<file path="src/rtl/mem_arbiter_pkg.sv">
// Shared types for the memory arbiter: FSM states, port-owner encoding, byte mask.
// Latency: n/a (types and a pure function only).
// Backpressure: n/a.
package mem_arbiter_pkg;

  typedef enum logic [1:0] {
    ST_RUN    = 2'd0,
    ST_DRAIN  = 2'd1,
    ST_LOCKED = 2'd2
  } state_e;

  typedef enum logic [1:0] {
    OWN_NONE = 2'd0,
    OWN_IF   = 2'd1,
    OWN_D    = 2'd2,
    OWN_DBG  = 2'd3
  } owner_e;

  // Debug writes always store the full word.
  localparam logic [3:0] BE_ALL = 4'hF;

  // Fixed priority dbg > data > fetch; a starving fetch port jumps ahead of data only.
  function automatic owner_e prio_sel(
    input logic dbg_ok,
    input logic dbg_r,
    input logic d_ok,
    input logic d_r,
    input logic if_ok,
    input logic if_r,
    input logic if_force
  );
    owner_e sel;
    sel = OWN_NONE;
    if (dbg_ok && dbg_r)                 sel = OWN_DBG;
    else if (if_force && if_ok && if_r)  sel = OWN_IF;
    else if (d_ok && d_r)                sel = OWN_D;
    else if (if_ok && if_r)              sel = OWN_IF;
    return sel;
  endfunction

endpackage

</file>
<file path="src/rtl/mem_arbiter.sv">
// Three-port (fetch/data/debug) arbiter onto one single-cycle synchronous RAM.
// Latency: grant combinational in the request cycle; read data returned one cycle later.
// Backpressure: req held until gnt; one access per cycle sustained. Optional fetch
// starvation guard enabled by macro MEM_ARB_STARVE_GUARD_EN.
module mem_arbiter
  import mem_arbiter_pkg::*;
#(
  parameter int ADDR_W     = 32,
  parameter int STARVE_MAX = 4
) (
  input  logic              clk,
  input  logic              rst_n,
  // fetch port
  input  logic              if_req,
  input  logic [ADDR_W-1:0] if_addr,
  output logic              if_gnt,
  output logic              if_rvalid,
  output logic [31:0]       if_rdata,
  // data port
  input  logic              d_req,
  input  logic              d_we,
  input  logic [3:0]        d_be,
  input  logic [ADDR_W-1:0] d_addr,
  input  logic [31:0]       d_wdata,
  output logic              d_gnt,
  output logic              d_rvalid,
  output logic [31:0]       d_rdata,
  // loader / debug port
  input  logic              dbg_lock,
  input  logic              dbg_req,
  input  logic              dbg_we,
  input  logic [ADDR_W-1:0] dbg_addr,
  input  logic [31:0]       dbg_wdata,
  output logic              dbg_gnt,
  output logic              dbg_rvalid,
  output logic [31:0]       dbg_rdata,
  // RAM
  output logic              ram_en,
  output logic [3:0]        ram_we,
  output logic [ADDR_W-1:0] ram_addr,
  output logic [31:0]       ram_wdata,
  input  logic [31:0]       ram_rdata
);

  state_e      state_q, state_d;
  owner_e      own;
  owner_e      rd_own_q, rd_own_d;
  logic        own_is_rd;
  logic        force_if;
  logic [31:0] if_rdata_q, if_rdata_d;
  logic [31:0] d_rdata_q, d_rdata_d;
  logic [31:0] dbg_rdata_q, dbg_rdata_d;

`ifdef MEM_ARB_STARVE_GUARD_EN
  localparam int CNT_W = $clog2(STARVE_MAX + 1);
  logic [CNT_W-1:0] starve_q, starve_d;

  assign force_if = (starve_q >= CNT_W'(STARVE_MAX));

  // Count cycles the fetch port waits; saturate at the limit, clear when served.
  always_comb begin
    starve_d = starve_q;
    if (if_gnt)
      starve_d = '0;
    else if (if_req && (starve_q < CNT_W'(STARVE_MAX)))
      starve_d = starve_q + CNT_W'(1);
  end

  // Starvation counter register.
  always_ff @(posedge clk or negedge rst_n) begin
    if (!rst_n) starve_q <= '0;
    else        starve_q <= starve_d;
  end
`else
  logic unused_starve_max;
  assign unused_starve_max = (STARVE_MAX != 0);
  assign force_if          = 1'b0;
`endif

  // Pick the owner of this cycle's RAM slot; nothing is granted while in reset.
  always_comb begin
    own = OWN_NONE;
    if (rst_n)
      own = prio_sel(state_q != ST_DRAIN, dbg_req,
                     state_q == ST_RUN,   d_req,
                     state_q == ST_RUN,   if_req,
                     force_if);
  end

  assign if_gnt  = (own == OWN_IF);
  assign d_gnt   = (own == OWN_D);
  assign dbg_gnt = (own == OWN_DBG);

  // Steer the granted port onto the RAM and note whether it is a read.
  always_comb begin
    ram_en    = 1'b0;
    ram_we    = 4'h0;
    ram_addr  = '0;
    ram_wdata = '0;
    own_is_rd = 1'b0;
    case (own)
      OWN_IF: begin
        ram_en    = 1'b1;
        ram_addr  = if_addr;
        own_is_rd = 1'b1;
      end
      OWN_D: begin
        ram_en    = 1'b1;
        ram_we    = d_we ? d_be : 4'h0;
        ram_addr  = d_addr;
        ram_wdata = d_wdata;
        own_is_rd = !d_we;
      end
      OWN_DBG: begin
        ram_en    = 1'b1;
        ram_we    = dbg_we ? BE_ALL : 4'h0;
        ram_addr  = dbg_addr;
        ram_wdata = dbg_wdata;
        own_is_rd = !dbg_we;
      end
      default: ;
    endcase
  end

  assign rd_own_d = own_is_rd ? own : OWN_NONE;

  // Lock sequencing: a read issued in the lock-request cycle must drain before LOCKED.
  always_comb begin
    state_d = state_q;
    case (state_q)
      ST_RUN:    if (dbg_lock) state_d = (rd_own_d != OWN_NONE) ? ST_DRAIN : ST_LOCKED;
      ST_DRAIN:  if (rd_own_q != OWN_NONE) state_d = ST_LOCKED;
      ST_LOCKED: if (!dbg_lock) state_d = ST_RUN;
      default:   state_d = ST_RUN;
    endcase
  end

  // Return path: rvalid follows the read owner by one cycle; rdata holds when idle.
  assign if_rvalid  = (rd_own_q == OWN_IF);
  assign d_rvalid   = (rd_own_q == OWN_D);
  assign dbg_rvalid = (rd_own_q == OWN_DBG);

  assign if_rdata  = if_rvalid  ? ram_rdata : if_rdata_q;
  assign d_rdata   = d_rvalid   ? ram_rdata : d_rdata_q;
  assign dbg_rdata = dbg_rvalid ? ram_rdata : dbg_rdata_q;

  // Capture the visible rdata so it persists after rvalid drops.
  always_comb begin
    if_rdata_d  = if_rdata;
    d_rdata_d   = d_rdata;
    dbg_rdata_d = dbg_rdata;
  end

  // FSM, outstanding-read owner and held rdata; reset discards any in-flight read.
  always_ff @(posedge clk or negedge rst_n) begin
    if (!rst_n) begin
      state_q     <= ST_RUN;
      rd_own_q    <= OWN_NONE;
      if_rdata_q  <= '0;
      d_rdata_q   <= '0;
      dbg_rdata_q <= '0;
    end else begin
      state_q     <= state_d;
      rd_own_q    <= rd_own_d;
      if_rdata_q  <= if_rdata_d;
      d_rdata_q   <= d_rdata_d;
      dbg_rdata_q <= dbg_rdata_d;
    end
  end

endmodule

</file>
<file path="config.mk">
export PLATFORM = sky130hd
export DESIGN_NAME = mem_arbiter
export DESIGN_NICKNAME = d
export VERILOG_FILES = /design/src/rtl/mem_arbiter_pkg.sv /design/src/rtl/mem_arbiter.sv
export SDC_FILE = /design/constraint.sdc
export NUM_CORES = 1
export LEC_CHECK = 0
export CAP_MARGIN = 0
export CORE_AREA = 2 2 146 148
export DETAILED_ROUTE_END_ITERATION = 8
export DIE_AREA = 0 0 148 150
export MAX_ROUTING_LAYER = met4
export PLACE_DENSITY = 0.6
export SLEW_MARGIN = 10
export SYNTH_ARGS = -nofsm -noshare
export SYNTH_HDL_FRONTEND = slang
export SYNTH_SLANG_ARGS = --single-unit
export TNS_END_PERCENT = 100
</file>
<file path="constraint.sdc">
create_clock -name clk -period 2.45 [get_ports clk]
set_input_delay 0.49 -clock clk [delete_from_list [all_inputs] [get_ports clk]]
set_output_delay 0.49 -clock clk [all_outputs]
set_load 0.02 [all_outputs]
</file>
# Yosys cells after proc, flatten, opt, wreduce, memory -nomap -nowiden
# Index checks and enable logic that the tools add are counted.
# Widths: inputs -> output; s select.
# totals
register_bits,100
word_cells,47
input_bits,204
output_inout_bits,171
# classes
mux,20
n_eq_ne,12
reduce_logical,10
# op_table
cell,count
$mux 32,3
$pmux 32 s3,1
$pmux 32 s2,1
$mux 2,8
$eq 2x2->1 const B,5
$mux 4,2
$pmux 4 s2,1
$eq 2x1->1 const B,3
$ne 2x2->1 const B,3
$pmux 2 s3,1
$reduce_bool 2->1,2
$logic_and 1x1->1,3
$pmux 1 s3,1
$reduce_and 3->1,1
$reduce_or 3->1,1
$logic_not 1->1,2
$logic_not 2->1,1
$mux 1,2
$ne 2x1->1 const B,1

# Longest topological paths before layout
# Gate-level depths: netlist (run 1).
# depth
word_depth,13
depth_mapped,7

# Worst setup path after synthesis (run 1)
# No wires, ideal clock.
# synth_timing
path_type,input -> output
from,in dbg_req
to,out ram_addr[7]
setup_slack_ps,233
path_stages,6
required_time_ps,1960
t_arrival_ps,1727
path_cell_list,nor4b_1 > and3b_1 > buf_2 > buf_2 > a222oi_1 > nor2_1
# synth_between
elab_chain_len,5
elab_cells_between_ends,7
# synth_rtl
item,line,rtl
"start, declared",mem_arbiter.sv:30,"input logic dbg_req,"
$logic_and 1x1->1,mem_arbiter_pkg.sv:34,if (dbg_ok && dbg_r) sel = OWN_DBG;
$mux 2,mem_arbiter_pkg.sv:34,
$mux 2,mem_arbiter.sv:83,if (rst_n)
$eq 2x1->1,-,
net if_gnt,mem_arbiter.sv:16,"output logic if_gnt,"
$pmux 32 s3,mem_arbiter.sv:101,case (own)
"end, declared",mem_arbiter.sv:40,"output logic [ADDR_W-1:0] ram_addr,"
# The timed path passes the listed nets, and every way through them passes these cells.

# Final worst setup path (run 1)
# layout_timing
from,reg state_q[1]
to,out ram_addr[12]
# layout_between
elab_chain_len,8
elab_cells_between_ends,13
# layout_rtl
item,line,rtl
"start, declared",mem_arbiter.sv:45,"state_e state_q, state_d;"
"start signal, assigned",mem_arbiter.sv:163,state_q <= state_d;
$logic_not 2->1,"mem_arbiter.sv:85, mem_arbiter.sv:86",
$logic_and 1x1->1,mem_arbiter_pkg.sv:37,else if (if_ok && if_r) sel = OWN_IF;
$mux 1,mem_arbiter_pkg.sv:37,
$mux 2,mem_arbiter_pkg.sv:36,else if (d_ok && d_r) sel = OWN_D;
$mux 2 *,mem_arbiter_pkg.sv:34,
$mux 2 *,mem_arbiter.sv:83,
$eq 2x2->1 or $eq 2x1->1 (tied branches),mem_arbiter.sv:101,
$pmux 32 s3 *,mem_arbiter.sv:101,
# Every way passes the cells marked *; elsewhere a longest branch is shown, timed or not.

==> metrics.md, run 1 <==
| Metric | Value |
|---|---|
| Clk slew on worst S/H paths | `~0.080 ns` |
| Leakage | `around 4.2 nW` |
| Startpoint Class | `register` |
| CP arrival | `approximately 2.2 ns` |
| CTS max path bufs | `2` |
| Setup TNS | `-4.64 ns` |
| FP Rows | `53` |
| Final worst setup slack | `-0.214 ns` |
| Multi-input gate area | `2050 um^2` |
| Critical path's largest stage delay | `roughly 0.45 ns` |
| Fmax | `roughly 380 MHz` |
| Hold Buf Count CTS | `0` |
| Clk root buf | `clkbuf_16` |
| Register area | `~2500 um^2` |
| Die width | `~150 um` |
| Post-layout min period | `roughly 2.7 ns` |
| Worst reg-to-reg path cell count | `7` |
| Netlist Area Pre-Place | `4690 um^2` |
| Layout cells sized above 1 | `0.350` |
| Status | `complete, but fails checks` |
| Nets | `around 1000` |
| Crit path kind | `register to output pin` |
| Drt wl/cell | `~22 um` |
| Final instance area | `approximately 9500 um^2` |
| Final estimated routing congestion in global placement | `between 0.9 and 1` |
| Final setup violation count | `between 40 and 50` |
| CTS Buf Count | `9` |
| Initial antenna violation count | `3` |
| Endpoints failing hold | `0` |
| CTS sink count | `100` |
| Layout area overhead | `102%` |
| Slew Limit Fails | `0` |
| DRT antenna net count | `0` |
| Top cell type's share of synthesized area | `0.534` |
| Crit-path max FO | `10` |
| 1st-pass router iterations | `8` |
| Largest net degree at the start of global routing | `between 60 and 70` |
| Seq cells post-synth | `100` |
| # DRC | `0` |
| CTS tree | `built` |
| CP max stage cell | `dfrtp_2` |
| Fill count | `1997` |
| Buffers added on ports | `374` |
| Dominant cell type by area after synthesis | `dfrtp_1` |
| Leading post-synthesis cells by cell area | `dfrtp_1, mux2_2, a222oi_1` |
| Die H | `approximately 150 um` |
| Reg2reg setup slack | `approximately 0.61 ns` |
| Max-slew headroom | `0.438` |
| Core area | `~21000 um^2` |
| Iteration-0 DRC Markers | `380` |
| Number of global-route vias before repair | `5405` |
| WP data required | `between 1.5 and 2 ns` |
| Worst-Margin Slew | `0.843 ns` |
| Worst reg2reg endpoint | `state_q[0]` |
| Final period util | `1.09` |
| Vias | `around 5000` |
| Class of the worst hold path | `input port to asynchronous set/reset pin` |
| Synth cell types | `24` |
| I/O pin count | `375` |
| First-pass GRT wire length | `around 33000 um` |
| Avg Cell Area, Syn | `roughly 13 um^2` |
| WHS | `~0.34 ns` |
| Die area | `roughly 22000 um^2` |
| Critical R2R Launch | `state_q[1]` |
| Post-Route WL | `approximately 23000 um` |
| Hpwl dp | `about 19000 um` |
| Cells along the critical path | `buf_6 -> nor3b_4 -> o211ai_2 -> buf_12 -> a222oi_1 -> nor2_1 -> buf_4` |
| Worst clock skew | `roughly 0.0094 ns` |
| Total track usage | `0.210` |
| Crit. End Element | `output pin` |
| H-tree Lvls | `3` |
| Peak VDD IR | `around 320 uV` |
| Dpl cell area | `9020 um^2` |
| Skew-Pair Late Insertion Delay | `between 0.3 and 0.4 ns` |
| P per Cell Area | `~810 nW/um^2` |
| Syn Nets | `565` |
| Starting Density | `0.227` |
| Sequential share of the synthesized area | `0.534` |
| Violated checks | `negative setup slack` |
| Unrepaired setup endpoints after global routing | `true` |
| Via density | `around 4.7` |
| Maxcap violations | `0` |
| Post-Synthesis Cells | `roughly 360` |
| Yosys Warn Count | `0` |
| Grt ovf | `0` |
==> through the flow <==
step / utilization / setup slack [ns] / cells / power (mW)
after floorplan: - / 0.233 / 361 / 4.43
after global placement: 0.436 / -0.594 / 1011 / 6.63
after detailed placement: 0.436 / -0.630 / 1011 / 6.73
after CTS: 0.445 / -0.244 / 1042 / 7.72
after global routing: 0.458 / -0.322 / 1056 / 8.09
final: 0.458 / -0.214 / 1057 / 7.69
==> worst max-delay path: cells and delay by family, from the launching register on <==
family / cells / cell delay, ns
DFF: 1 / 0.45
AOI/OAI and AO/OA: 2 / 0.55
and+or+nand+nor: 2 / 0.32
buffers and inverters: 3 / 0.49
==> placed cells by master (no fill, tap or decap), types with 24 or more instances in the layout <==
| cell | synthesis | final |
|---|---|---|
| clkdlybuf4s50_1 | 0 | 201 |
| nor2_1 | 30 | 29 |
| a222oi_1 | 32 | 32 |
| dfrtp_1 | 100 | 97 |
| buf_2 | 11 | 24 |
| buf_4 | 0 | 50 |
| a22o_1 | 33 | 33 |
| buf_6 | 1 | 36 |
| dlygate4sd2_1 | 0 | 87 |
| mux2_2 | 96 | 96 |
==> layer usage <==
metal  part of all wire  global-route usage  vias up  routed length, um
met1               0.35               0.216     2485               8330
met2               0.54               0.386      272              12600
met4              0.033              0.0652        0                767
li1                   -                   -     2215                  -
met5                  0                   -        -                  0
met3              0.076              0.0613       43               1780
==> registers in the layout (all words and copies together), names as in the netlist <==
name / flops
d_rdata_q: 32
dbg_rdata_q: 32
rd_own_q: 2
if_rdata_q: 32
state_q: 2
==> what timing repair did <==
action                     CTS  global route
resized for setup          415            74
pin swaps                   32            15
gates cloned                 2             2
setup endpoints to repair  168            76
setup buffers               13             9
==> cell families after synthesis <==
kind of cell | count (synthesis) | share of synthesized area
buf+inv | 46 | 0.0414
mux | 96 | 0.231
compound gates | 76 | 0.151
flops | 100 | 0.534
simple gates | 43 | 0.0435
==> power by group <==
| part | leakage (nW) | switching, mW | internal, mW |
|---|---|---|---|
| combinational | 2.94 | 2.06 | 1.81 |
| sequential | 1.17 | 0.156 | 2.27 |
| clock | 0.137 | 0.678 | 0.714 |
==> Yosys cell counts (all sizes together) <==
| library cell | count |
|---|---|
| nand2b | 3 |
| nor2 | 30 |
| mux2 | 96 |
| a32o | 5 |
| inv | 14 |
| o211ai | 3 |
| a21oi | 2 |
| buf | 15 |
| nor4b | 2 |
| nor3 | 1 |
| nand2 | 1 |
| clkbuf | 17 |
| a22o | 33 |
| and3 | 1 |
| nor2b | 2 |
| dfrtp | 100 |
| a221o | 1 |
| and3b | 1 |
| a222oi | 32 |
| and2 | 1 |
| nor3b | 1 |
==> worst max-delay path by stage <==
stage,depth (start not counted),from,to
after floorplan,6,dbg_req,ram_addr[7]
after global placement,6,dbg_req,ram_wdata[10]
after detailed placement,6,dbg_req,ram_wdata[4]
after CTS,7,state_q[1],ram_addr[12]
after global routing,7,state_q[1],ram_addr[12]
final,7,state_q[1],ram_addr[12]
==> final cells by class <==
| class | instances | area share |
|---|---|---|
| sequential | 100 | 0.264 |
| antenna | 4 | 0.00106 |
| timing repair buffer | 433 | 0.446 |
| clock buffer | 9 | 0.0238 |
| inverter | 14 | 0.00554 |
| multi-input combinational | 215 | 0.216 |
| clock inverter | 7 | 0.00726 |
| tap | 275 | 0.0363 |
(Power assumes the default switching activity.)
==> run 2, diff against run 1 <==
==> constraint.sdc (replaced) <==
create_clock -name clk -period 2.9 [get_ports clk]
set_input_delay 0.58 -clock clk [delete_from_list [all_inputs] [get_ports clk]]
set_output_delay 0.58 -clock clk [all_outputs]
set_load 0.02 [all_outputs]
==> metrics.md, run 2 (synthesis gave the netlist of run 1 again) <==
| Metric | Value |
|---|---|
| Final worst setup slack | `0.0395 ns` |
| Vias | `between 4000 and 5000` |
| Post-Route WL | `approximately 23000 um` |
| Layout cells sized above 1 | `0.236` |
| Crit path kind | `input port to output pin` |
| Status | `complete, no violations` |
| Startpoint Class | `input port` |
| Hold Buf Count CTS | `0` |
| Final estimated routing congestion in global placement | `around 0.94` |
| Leakage | `3.95 nW` |
| Crit-path max FO | `8` |
| Worst clock skew | `0.00679 ns` |
| Class of the worst hold path | `input port to asynchronous set/reset pin` |
| # DRC | `0` |
| Dpl cell area | `slightly below 9000 um^2` |
| Clk root buf | `clkbuf_16` |
| Cells along the critical path | `dlygate4sd2_1 -> nor3b_2 -> o211ai_4 -> bufbuf_16 -> a222oi_1 -> nor2_1 -> clkdlybuf4s15_2` |
| Setup TNS | `0 ns` |
| Peak VDD IR | `around 280 uV` |
| Core area | `slightly above 20000 um^2` |
| I/O pin count | `375` |
| Nets | `approximately 950` |
| Max-slew headroom | `0.396` |
| 1st-pass router iterations | `7` |
| Hpwl dp | `about 19000 um` |
| Skew-Pair Late Insertion Delay | `between 0.3 and 0.4 ns` |
| Largest net degree at the start of global routing | `72` |
| Post-layout min period | `roughly 2.9 ns` |
| CTS sink count | `100` |
| Grt ovf | `0` |
| Final period util | `0.986` |
| Number of global-route vias before repair | `approximately 5300` |
| Worst Path Buf+Inv | `3` |
| Unrepaired setup endpoints after global routing | `false` |
| WP data required | `between 2 and 2.5 ns` |
| DRT antenna net count | `0` |
| Drt wl/cell | `22.4 um` |
| First-pass GRT wire length | `33500 um` |
| Commonest cells after routing, fill and taps aside | `clkdlybuf4s50_1, dfrtp_1, mux2_2` |
| Initial antenna violation count | `5` |
| Largest registers | `d_rdata_q (32), dbg_rdata_q (32), if_rdata_q (32)` |
| Crit. End Element | `output pin` |
| WHS | `between 0.15 and 0.2 ns` |
| Fmax | `around 350 MHz` |
| Maxcap violations | `0` |
| CP max stage cell | `a222oi_1` |
| Slew Limit Fails | `0` |
| Critical R2R Launch | `state_q[1]` |
| Worst reg-to-reg path cell count | `5` |
| Critical path's top delay family | `buffers and inverters` |
| Die area | `approximately 22000 um^2` |
| Worst reg2reg endpoint | `state_q[0]` |
| CP arrival | `~2.3 ns` |
| Endpoints failing hold | `0` |
| Reg2reg setup slack | `1.02 ns` |
| CTS max path bufs | `2` |
| Die width | `approximately 150 um` |
| Buffers added on ports | `between 300 and 400` |
| Iteration-0 DRC Markers | `roughly 340` |
| Via density | `around 4.7` |
| Starting Density | `0.227` |
| Most common cell after layout, fill and taps aside | `clkdlybuf4s50_1` |
| Overall power | `roughly 6.8 mW` |
| Die H | `about 150 um` |
| Final setup violation count | `0` |
| FP Rows | `53` |
| Final instance area | `about 9300 um^2` |
| P per Cell Area | `between 700 and 800 nW/um^2` |
| Layout area overhead | `97.8%` |
| Post-Place Setup Slack | `-0.401 ns` |
| Worst-Margin Slew | `a little over 0.9 ns` |
| Critical path's largest stage delay | `between 0.3 and 0.4 ns` |
| H-tree Lvls | `3` |
| Clk slew on worst S/H paths | `0.07 ns` |
| Total track usage | `0.210` |
| CTS tree | `built` |
| CTS Buf Count | `9` |
## run 2: cell types whose count changed in the layout (fill, tap and decap cells not counted), moves of 5 or more
cell,previous run,this run
clkdlybuf4s50_1,201,298
buf_12,13,8
clkdlybuf4s15_1,1,6
buf_6,36,3
dlygate4sd2_1,87,47
buf_4,50,25
buf_2,24,1
## run 2: worst max path at each step
stage                           from           end  slack, ns  depth (start not counted)
after floorplan              dbg_req   ram_addr[7]       0.50                          6
after global placement       dbg_req  ram_addr[23]      -0.31                          7
after detailed placement       d_req   ram_addr[3]      -0.40                          7
after CTS                 state_q[1]  ram_addr[19]       0.02                          6
after global routing           d_req  ram_addr[29]       0.02                          7
final                          d_req  ram_addr[29]       0.04                          7
## run 2: what timing repair did
item                                    CTS  global route
endpoints found under the setup margin   72            39
cloned                                    1             0
buffers inserted                          4             0
resized for setup                       109            13
hold endpoints to repair                  0             0
pin swaps                                11             4
## run 2: per-layer routing
metal | vias up | share of wire | global-route usage
li1 | 2153 | - | -
met1 | 2422 | 0.35 | 0.215
met2 | 266 | 0.54 | 0.381
met3 | 33 | 0.079 | 0.0634
met4 | 0 | 0.033 | 0.0757
met5 | - | 0 | -
## run 2: cell type report
type,count,area (um^2)
fill,1938,11400
timing repair buffer,405,4020
sequential,100,2500
multi-input combinational,215,2030
tap,275,344
clock buffer,9,225
clock inverter,7,82.6
inverter,14,52.6
antenna,4,10.0
## run 2: power breakdown
group          total, mW  switching (mW)  leakage (nW)  internal, mW
Sequential          2.05           0.133          1.17          1.92
Clock               1.23           0.553         0.144         0.681
Combinational       3.53            1.73          2.64          1.80
## run 2: through the flow
stage / utilization / instances
2_1_floorplan: - / 361
3_5_place_dp: 0.431 / 1004
4_1_cts: 0.448 / 1025
5_1_grt: 0.448 / 1029
6_report: 0.448 / 1029
3_3_place_gp: 0.431 / 1004
